**src/rtl/ff_bank_pkg.sv**
```systemverilog
// ff_bank_pkg: mode encoding and reset mode shared by the flip-flop bank files
package ff_bank_pkg;
    typedef enum logic [1:0] {
        FF_D  = 2'b00,
        FF_T  = 2'b01,
        FF_SR = 2'b10,
        FF_JK = 2'b11
    } ff_mode_t;
    localparam ff_mode_t FF_MODE_RST = FF_D;
endpackage

```
**src/rtl/ff_bit_next.sv**
```systemverilog
// ff_bit_next: single-bit next state for D/T/SR/JK behaviour; SR 11 holds, JK 11 toggles
module ff_bit_next
    import ff_bank_pkg::*;
(
    input  ff_mode_t mode_i,
    input  logic     a_i,
    input  logic     b_i,
    input  logic     q_i,
    output logic     q_d_o
);
    assign q_d_o = (mode_i == FF_D)  ? a_i :
                   (mode_i == FF_T)  ? q_i ^ a_i :
                   (a_i ^ b_i)       ? a_i :
                   (mode_i == FF_JK && a_i) ? ~q_i : q_i;
endmodule

```
**src/rtl/ff_bank_universal.sv**
```systemverilog
// ff_bank_universal: WIDTH-bit D/T/SR/JK register bank; FF_BANK_TOGGLE_CNT_EN builds a saturating flip counter
module ff_bank_universal
    import ff_bank_pkg::*;
#(
    parameter int                 WIDTH = 8,
    parameter logic [WIDTH-1:0]   INIT  = {WIDTH{1'b0}},
    parameter int                 CNT_W = 16
) (
    input  logic             clk,
    input  logic             reset,
    input  logic             en,
    input  logic             mode_wr,
    input  logic [1:0]       mode_in,
    input  logic [WIDTH-1:0] a,
    input  logic [WIDTH-1:0] b,
    input  logic             err_clr,
    output logic [WIDTH-1:0] Q,
    output logic [WIDTH-1:0] Qn,
    output logic [1:0]       mode,
    output logic             chg,
    output logic             sr_err,
    output logic [WIDTH-1:0] sr_err_mask,
    output logic [CNT_W-1:0] toggle_cnt
);
    ff_mode_t         mode_q;
    logic [WIDTH-1:0] q_q, q_d, nxt, sr_hit, mask_q;
    logic             chg_q, err_q;

    for (genvar i = 0; i < WIDTH; i++) begin : g_bit
        ff_bit_next u_next (
            .mode_i(mode_q),
            .a_i   (a[i]),
            .b_i   (b[i]),
            .q_i   (q_q[i]),
            .q_d_o (nxt[i])
        );
    end

    assign q_d    = en ? nxt : q_q;
    assign sr_hit = (en && mode_q == FF_SR) ? (a & b) : '0;

    // State, mode and sticky error update; a fresh error outranks err_clr on the same edge
    always_ff @(posedge clk) begin
        if (reset) begin
            q_q    <= INIT;
            mode_q <= FF_MODE_RST;
            chg_q  <= 1'b0;
            err_q  <= 1'b0;
            mask_q <= '0;
        end else begin
            q_q    <= q_d;
            chg_q  <= (q_d != q_q);
            if (mode_wr) mode_q <= ff_mode_t'(mode_in);
            err_q  <= (err_q & ~err_clr) | (|sr_hit);
            mask_q <= (err_clr ? '0 : mask_q) | sr_hit;
        end
    end

    assign Q           = q_q;
    assign Qn          = ~q_q;
    assign mode        = mode_q;
    assign chg         = chg_q;
    assign sr_err      = err_q;
    assign sr_err_mask = mask_q;

`ifdef FF_BANK_TOGGLE_CNT_EN
    localparam int PW = $clog2(WIDTH + 1);
    logic [PW-1:0]       pc;
    logic [CNT_W+PW-1:0] sum;
    logic [CNT_W-1:0]    cnt_q;

    // Number of bits flipping on this edge
    always_comb begin
        pc = '0;
        for (int i = 0; i < WIDTH; i++) pc = pc + PW'(q_d[i] ^ q_q[i]);
    end

    assign sum = {{PW{1'b0}}, cnt_q} + {{CNT_W{1'b0}}, pc};

    // Saturating flip counter; clamps instead of wrapping
    always_ff @(posedge clk) begin
        if (reset) cnt_q <= '0;
        else       cnt_q <= (|sum[CNT_W+PW-1:CNT_W]) ? {CNT_W{1'b1}} : sum[CNT_W-1:0];
    end

    assign toggle_cnt = cnt_q;
`else
    assign toggle_cnt = '0;
`endif
endmodule

```
**config.mk**
```make
export PLATFORM = sky130hd
export DESIGN_NAME = ff_bank_universal
export DESIGN_NICKNAME = d
export VERILOG_FILES = /design/src/rtl/ff_bank_pkg.sv /design/src/rtl/ff_bit_next.sv /design/src/rtl/ff_bank_universal.sv
export SDC_FILE = /design/constraint.sdc
export NUM_CORES = 1
export LEC_CHECK = 0
export BUFFER_PORTS_ARGS = -buffer_cell sky130_fd_sc_hd__buf_2
export CORE_MARGIN = 8
export CORE_UTILIZATION = 42
export DETAILED_ROUTE_END_ITERATION = 16
export HOLD_SLACK_MARGIN = 0.12
export PLACE_DENSITY_LB_ADDON = 0.15
export SKIP_CTS_REPAIR_TIMING = 1
export SLEW_MARGIN = 20
export SYNTH_ARGS = -nofsm -noshare
export SYNTH_HDL_FRONTEND = slang
export SYNTH_SLANG_ARGS = --single-unit
```
**constraint.sdc**
```tcl
create_clock -name clk -period 1.6 [get_ports clk]
set_clock_uncertainty 0.1 [all_clocks]
set_input_delay 0.08 -clock clk [delete_from_list [all_inputs] [get_ports clk]]
set_output_delay 0.08 -clock clk [all_outputs]
set_load 0.05 [all_outputs]
```
==> results of run 1 <==
==> state kept, by name (all words and copies together) (netlist names) <==
signal	count
Q	8
sr_err_mask	8
mode	2
chg	1
sr_err	1
==> cell type report <==
type                            instances  area [sq um]  area share, %
Clock buffer                            4          47.5           2.50
Inverter                                9          33.8           1.78
Multi-Input combinational cell        136           841           44.2
Sequential cell                        20           408           21.5
Tap cell                               46          57.6           3.03
Timing Repair Buffer                   82           513           27.0
==> stage by stage <==
| step | utilization, % | setup TNS, ns | cells | hold slack (ns) |
|---|---|---|---|---|
| floorplan | - | -0.0824 | 197 | 0.126 |
| global placement | 52.6 | -0.0870 | 282 | 0.231 |
| detailed placement | 52.6 | -0.136 | 282 | 0.247 |
| CTS | 54.1 | -0.0711 | 286 | -0.0874 |
| global route | 57.4 | -0.189 | 297 | 0.0541 |
| finish | 57.4 | -0.0853 | 297 | 0.0553 |
==> cells in the mapped netlist <==
cell	count
conb_1	1
nor4_1	2
a21bo_2	1
o21ai_0	6
buf_1	1
o211ai_1	8
nand4_1	5
a21oi_1	21
inv_1	9
nor2b_1	9
buf_2	2
mux2i_1	2
a41o_1	2
nand2_1	12
a221oi_1	9
nand3_1	1
or2_1	1
a31o_1	1
clkbuf_1	4
o32a_1	2
o2bb2ai_1	1
dfxtp_1	20
o22ai_1	5
or3_1	1
nor3_2	1
ha_1	8
buf_6	1
a31o_2	1
nor2_1	14
nor3_1	2
buf_4	24
nand2b_1	5
==> worst paths after layout <==
path,endpoint,startpoint,cells past startpoint,slack (ns)
max,chg,mode[0],6,-0.09
min,sr_err_mask[1],reset,2,0.06
max reg2reg,chg,mode[0],6,-0.09
min reg2reg,Q[7],Q[7],2,0.44
==> cell families after synthesis <==
| group | after synthesis | share of synthesized area, % |
|---|---|---|
| fa+ha+maj | 8 | 7.02 |
| other cells | 1 | 0.263 |
| mux | 2 | 1.40 |
| compound gates | 57 | 26.8 |
| flops | 20 | 28.1 |
| buf+inv | 41 | 17.8 |
| simple gates | 53 | 18.7 |
==> placed cells by master (no fill, tap or decap), drive strengths merged, types with 6 or more instances in the layout <==
master,instances
buf,73
a21oi,21
dfxtp,20
conb,16
nor2,14
nand2,12
inv,9
a221oi,9
nor2b,9
dlygate4sd3,9
o211ai,8
ha,8
o21ai,6
==> power breakdown <==
part	internal (uW)	total, uW	leakage [uW]	switching (uW)
sequential	520	548	0.000165	27.2
clock	191	369	0.0000261	178
combinational	186	572	0.000698	385
==> layer usage <==
metal / share of wire (%) / vias to the layer above / GRT usage [%]
li1: - / 764 / -
met1: 41 / 728 / 18.5
met2: 47 / 74 / 24.0
met3: 11 / 6 / 5.39
met4: 0.98 / 0 / 6.30
met5: 0 / - / 0
==> results.py, run 1 <==
metrics = {
    "timing": {
        "fin_crit_ns": 1.69,
        "drv_slew": 0,
        "rsz0062_at_grt": "true",
        "max_freq_mhz": 593,
        "period_share_pct": 105,
        "final-setup-viol-count": 1,
        "hold_violations": 0,
        "setup_slack_ns": -0.0853,
    },
    "final_layout": {
        "nets": 283,
        "drive_gt1_share_pct": 33.9,
        "antenna-diode-count": 0,
        "syn2layout_area_growth_pct": 33.2,
        "fill_cells": 332,
        "final_area_sq_um": 1900,
    },
    "power_and_ir_drop": {
        "p_per_area_nw_per_um2": 783,
        "leakage_uw": 0.000888,
        "peakVddDrop_mv": 0.306,
        "total_power_uw": 1490,
    },
    "clocking": {
        "cts-root-buf": "clkbuf_4",
        "path_clk_slew_ns": 0.13,
        "cts_buffers": 3,
        "cts_buffer_depth": 2,
        "cts_tree": "built",
        "cts_sinks": 20,
        "clock_latency_ns": 0.32,
        "htree_levels": 1,
    },
    "floorplan": {
        "dieWidth_um": 74.3,
        "coreArea_sq_um": 3310,
        "dieArea_sq_um": 5520,
        "dieHeight_um": 74.3,
        "io_pins": 67,
        "rows": 21,
        "start_util_pct": 43.1,
    },
    "setup_path": {
        "cp_max_fo": 6,
        "path_class": "reg -> reg",
        "cp.arrival_ns": 1.79,
        "cp-start-kind": "flop",
        "cp_top_family": "simple AND/OR/NAND/NOR gates",
        "required_ns": 1.71,
        "critPathMaxStageDelay_ns": 0.39,
        "cp_slowest_cell": "dfxtp_4",
        "end_kind": "flop",
        "path_buf_inv": 0,
        "crit_chain": "nand2b_4, o211ai_1, o22ai_1, or3_1, nor3_2, o2bb2ai_1",
    },
    "placement": {
        "io_buffers": 50,
        "pre_cts_slack_ns": -0.136,
        "place_hpwl_mm": 3.24,
        "gp_congestion": 0.895,
        "place_area_sq_um": 1740,
    },
    "logic_synthesis": {
        "ys_types": 32,
        "yosysWarningCount": 0,
        "synth_top_area_share_pct": 28.1,
        "synth_area_sq_um": 1430,
        "ys_ff_latch": 20,
        "netlist_instances": 182,
        "yosys.area.top_type": "dfxtp_1",
        "ys_top_cells_by_area": "dfxtp_1 (28%), buf_4 (13%), a21oi_1 (7.4%), ha_1 (7.0%), a221oi_1 (5.5%)",
        "synth_area_per_cell_sq_um": 7.84,
        "ys_seq_area_share_pct": 28.1,
    },
    "routing": {
        "ant_nets": 0,
        "firstDrtPassIters": 4,
        "detail_route.vias_per_cell": 5.29,
        "drc_errors": 0,
        "wire_per_inst_um": 14.4,
        "drt_iter0_markers": 96,
        "routed_wl_mm": 4.29,
        "vias": 1572,
    },
    "run_status": {
        "status": "finished with violations",
        "failed_checks": "negative setup slack",
    },
    "global_route": {
        "grt_max_degree": 22,
        "grt_use_total_pct": 15.3,
        "antenna_found_initial": 0,
        "grt_pass1_wl_mm": 6.60,
        "grt_pass1_vias": 1467,
        "grt_remaining_overflow": 0,
    },
    "hold_path": {
        "min_path_type": "in -> reg",
    },
    "job": {
        "max_cap_violations": 0,
    },
}
No activity file was read; power rests on OpenSTA's default activity.
==> inputs of run 2 (changes only) <==
- CORE_MARGIN: 8 -> 2
==> run 2 against run 1 <==
Compared with the run above: the run still ends with negative setup slack left; non-clock buffer count shrank 4; sequential power hardly changed; cell area fell by 1.7%; register-to-register slack better by 0.02 ns; final cell count shrank 1.3%; largest power group unchanged.
==> results.py, run 2 (synthesized netlist as in run 1, its figures left out) <==
metrics = {
    "routing": {
        "ant_nets": 0,
        "wire_per_inst_um": 12.9,
        "detail_route.vias_per_cell": 5.17,
        "routed_wl_mm": 3.79,
        "firstDrtPassIters": 4,
        "drt_iter0_markers": 84,
        "drc_errors": 0,
        "vias": 1516,
    },
    "power_and_ir_drop": {
        "p_int_uw": 891,
        "comb_power_share_pct": 37.8,
        "switching_share_pct": 39.9,
        "peakVddDrop_mv": 0.335,
        "p_clk_share_pct": 25.4,
        "p_seq_share_pct": 36.8,
        "p_per_area_nw_per_um2": 793,
        "p_sw_uw": 591,
        "leakage_uw": 0.000868,
    },
    "floorplan": {
        "coreArea_sq_um": 3310,
        "dieArea_sq_um": 3880,
        "rows": 21,
        "dieWidth_um": 62.3,
        "io_pins": 67,
        "dieHeight_um": 62.3,
        "start_util_pct": 43.1,
    },
    "clocking": {
        "cts_sinks": 20,
        "cts-root-buf": "clkbuf_4",
        "cts_buffers": 3,
        "cts_buffer_depth": 2,
        "cts_tree": "built",
        "path_clk_slew_ns": 0.13,
        "clock_latency_ns": 0.32,
        "htree_levels": 1,
    },
    "placement": {
        "gp_congestion": 0.844,
        "place_hpwl_mm": 2.88,
        "pre_cts_slack_ns": -0.118,
        "dp.cells": 280,
        "place_area_sq_um": 1730,
        "io_buffers": 50,
    },
    "global_route": {
        "grt_pass1_vias": 1352,
        "grt_pass1_wl_mm": 6.11,
        "grt_use_total_pct": 19.3,
        "antenna_found_initial": 0,
        "grt_max_degree": 22,
        "grt_remaining_overflow": 0,
    },
    "setup_path": {
        "cp-start-kind": "flop",
        "crit_chain": "nand2b_4, o211ai_1, o22ai_1, or3_1, nor3_2, o2bb2ai_1",
        "end_kind": "flop",
        "path_class": "reg -> reg",
        "critPathMaxStageDelay_ns": 0.38,
        "required_ns": 1.72,
        "cp.arrival_ns": 1.78,
        "path_buf_inv": 0,
        "cp_max_fo": 6,
        "cp_top_family": "simple AND/OR/NAND/NOR gates",
        "cp_slowest_cell": "dfxtp_4",
    },
    "final_layout": {
        "final_cell_mix": "buf_2 (50), a21oi_1 (21), buf_4 (20)",
        "final_area_sq_um": 1870,
        "drive_gt1_share_pct": 33.2,
        "fill_cells": 334,
        "layout_commonest_cell": "buf_2",
        "final_cells": 293,
        "antenna-diode-count": 0,
        "nets": 279,
        "multiInputGateArea_sq_um": 841,
        "seq_area_sq_um": 408,
        "syn2layout_area_growth_pct": 31.0,
    },
    "timing": {
        "max_freq_mhz": 601,
        "fin_crit_ns": 1.66,
        "period_share_pct": 104,
        "final-setup-viol-count": 1,
        "drv_slew": 0,
        "rsz0062_at_grt": "true",
        "hold_violations": 0,
        "setup_slack_ns": -0.0649,
    },
    "job": {
        "max_cap_violations": 0,
    },
    "hold_path": {
        "min_path_type": "in -> reg",
    },
    "run_status": {
        "failed_checks": "negative setup slack",
        "status": "finished with violations",
    },
}
[run 2: changes by cell type in the layout (fill, tap and decap cells not counted)]
cell	previous run	this run
dlygate4sd3_1	9	8
buf_4	23	20
[run 2: through the flow]
stage / total power [uW] / util, % / hold WS [ns] / TNS [ns]
6_report: 1480 / 56.4 / 0.0548 / -0.0649
5_1_grt: 1550 / 56.4 / 0.0769 / -0.164
4_1_cts: 1470 / 53.6 / -0.0934 / -0.0606
3_5_place_dp: 1090 / 52.2 / 0.237 / -0.118
3_3_place_gp: 1090 / 52.2 / 0.230 / -0.0863
2_1_floorplan: 988 / - / 0.126 / -0.0824
[run 2: path summary, 6_finish.rpt]
| path | startpoint | end | slack [ns] | cells after the start |
|---|---|---|---|---|
| worst min-delay path | reset | sr_err | 0.05 | 2 |
| worst max-delay path | mode[0] | chg | -0.06 | 6 |
| worst min register to register | Q[7] | Q[7] | 0.44 | 2 |
| worst max register to register | mode[0] | chg | -0.06 | 6 |
[run 2: final cells by class]
cell class                      count  area share [%]
Multi-Input combinational cell    136            45.0
Timing Repair Buffer               78            25.7
Sequential cell                    20            21.8
Tap cell                           46            3.08
Clock buffer                        4            2.55
Inverter                            9            1.81
[run 2: power by group through the flow]
stage | sequential, uW | combinational [uW] | clock (uW)
5_1_grt | 548 | 601 | 401
3_5_place_dp | 557 | 538 | 0
2_1_floorplan | 582 | 406 | 0
6_report | 545 | 561 | 376
4_1_cts | 545 | 540 | 381
3_3_place_gp | 557 | 532 | 0
[run 2: metal layers]
layer	global-route usage, %	up-vias	wire (um)
met2	31.4	58	1790
met5	0	-	0
met4	6.94	0	66
met3	3.26	7	229
li1	-	752	-
met1	25.8	699	1710
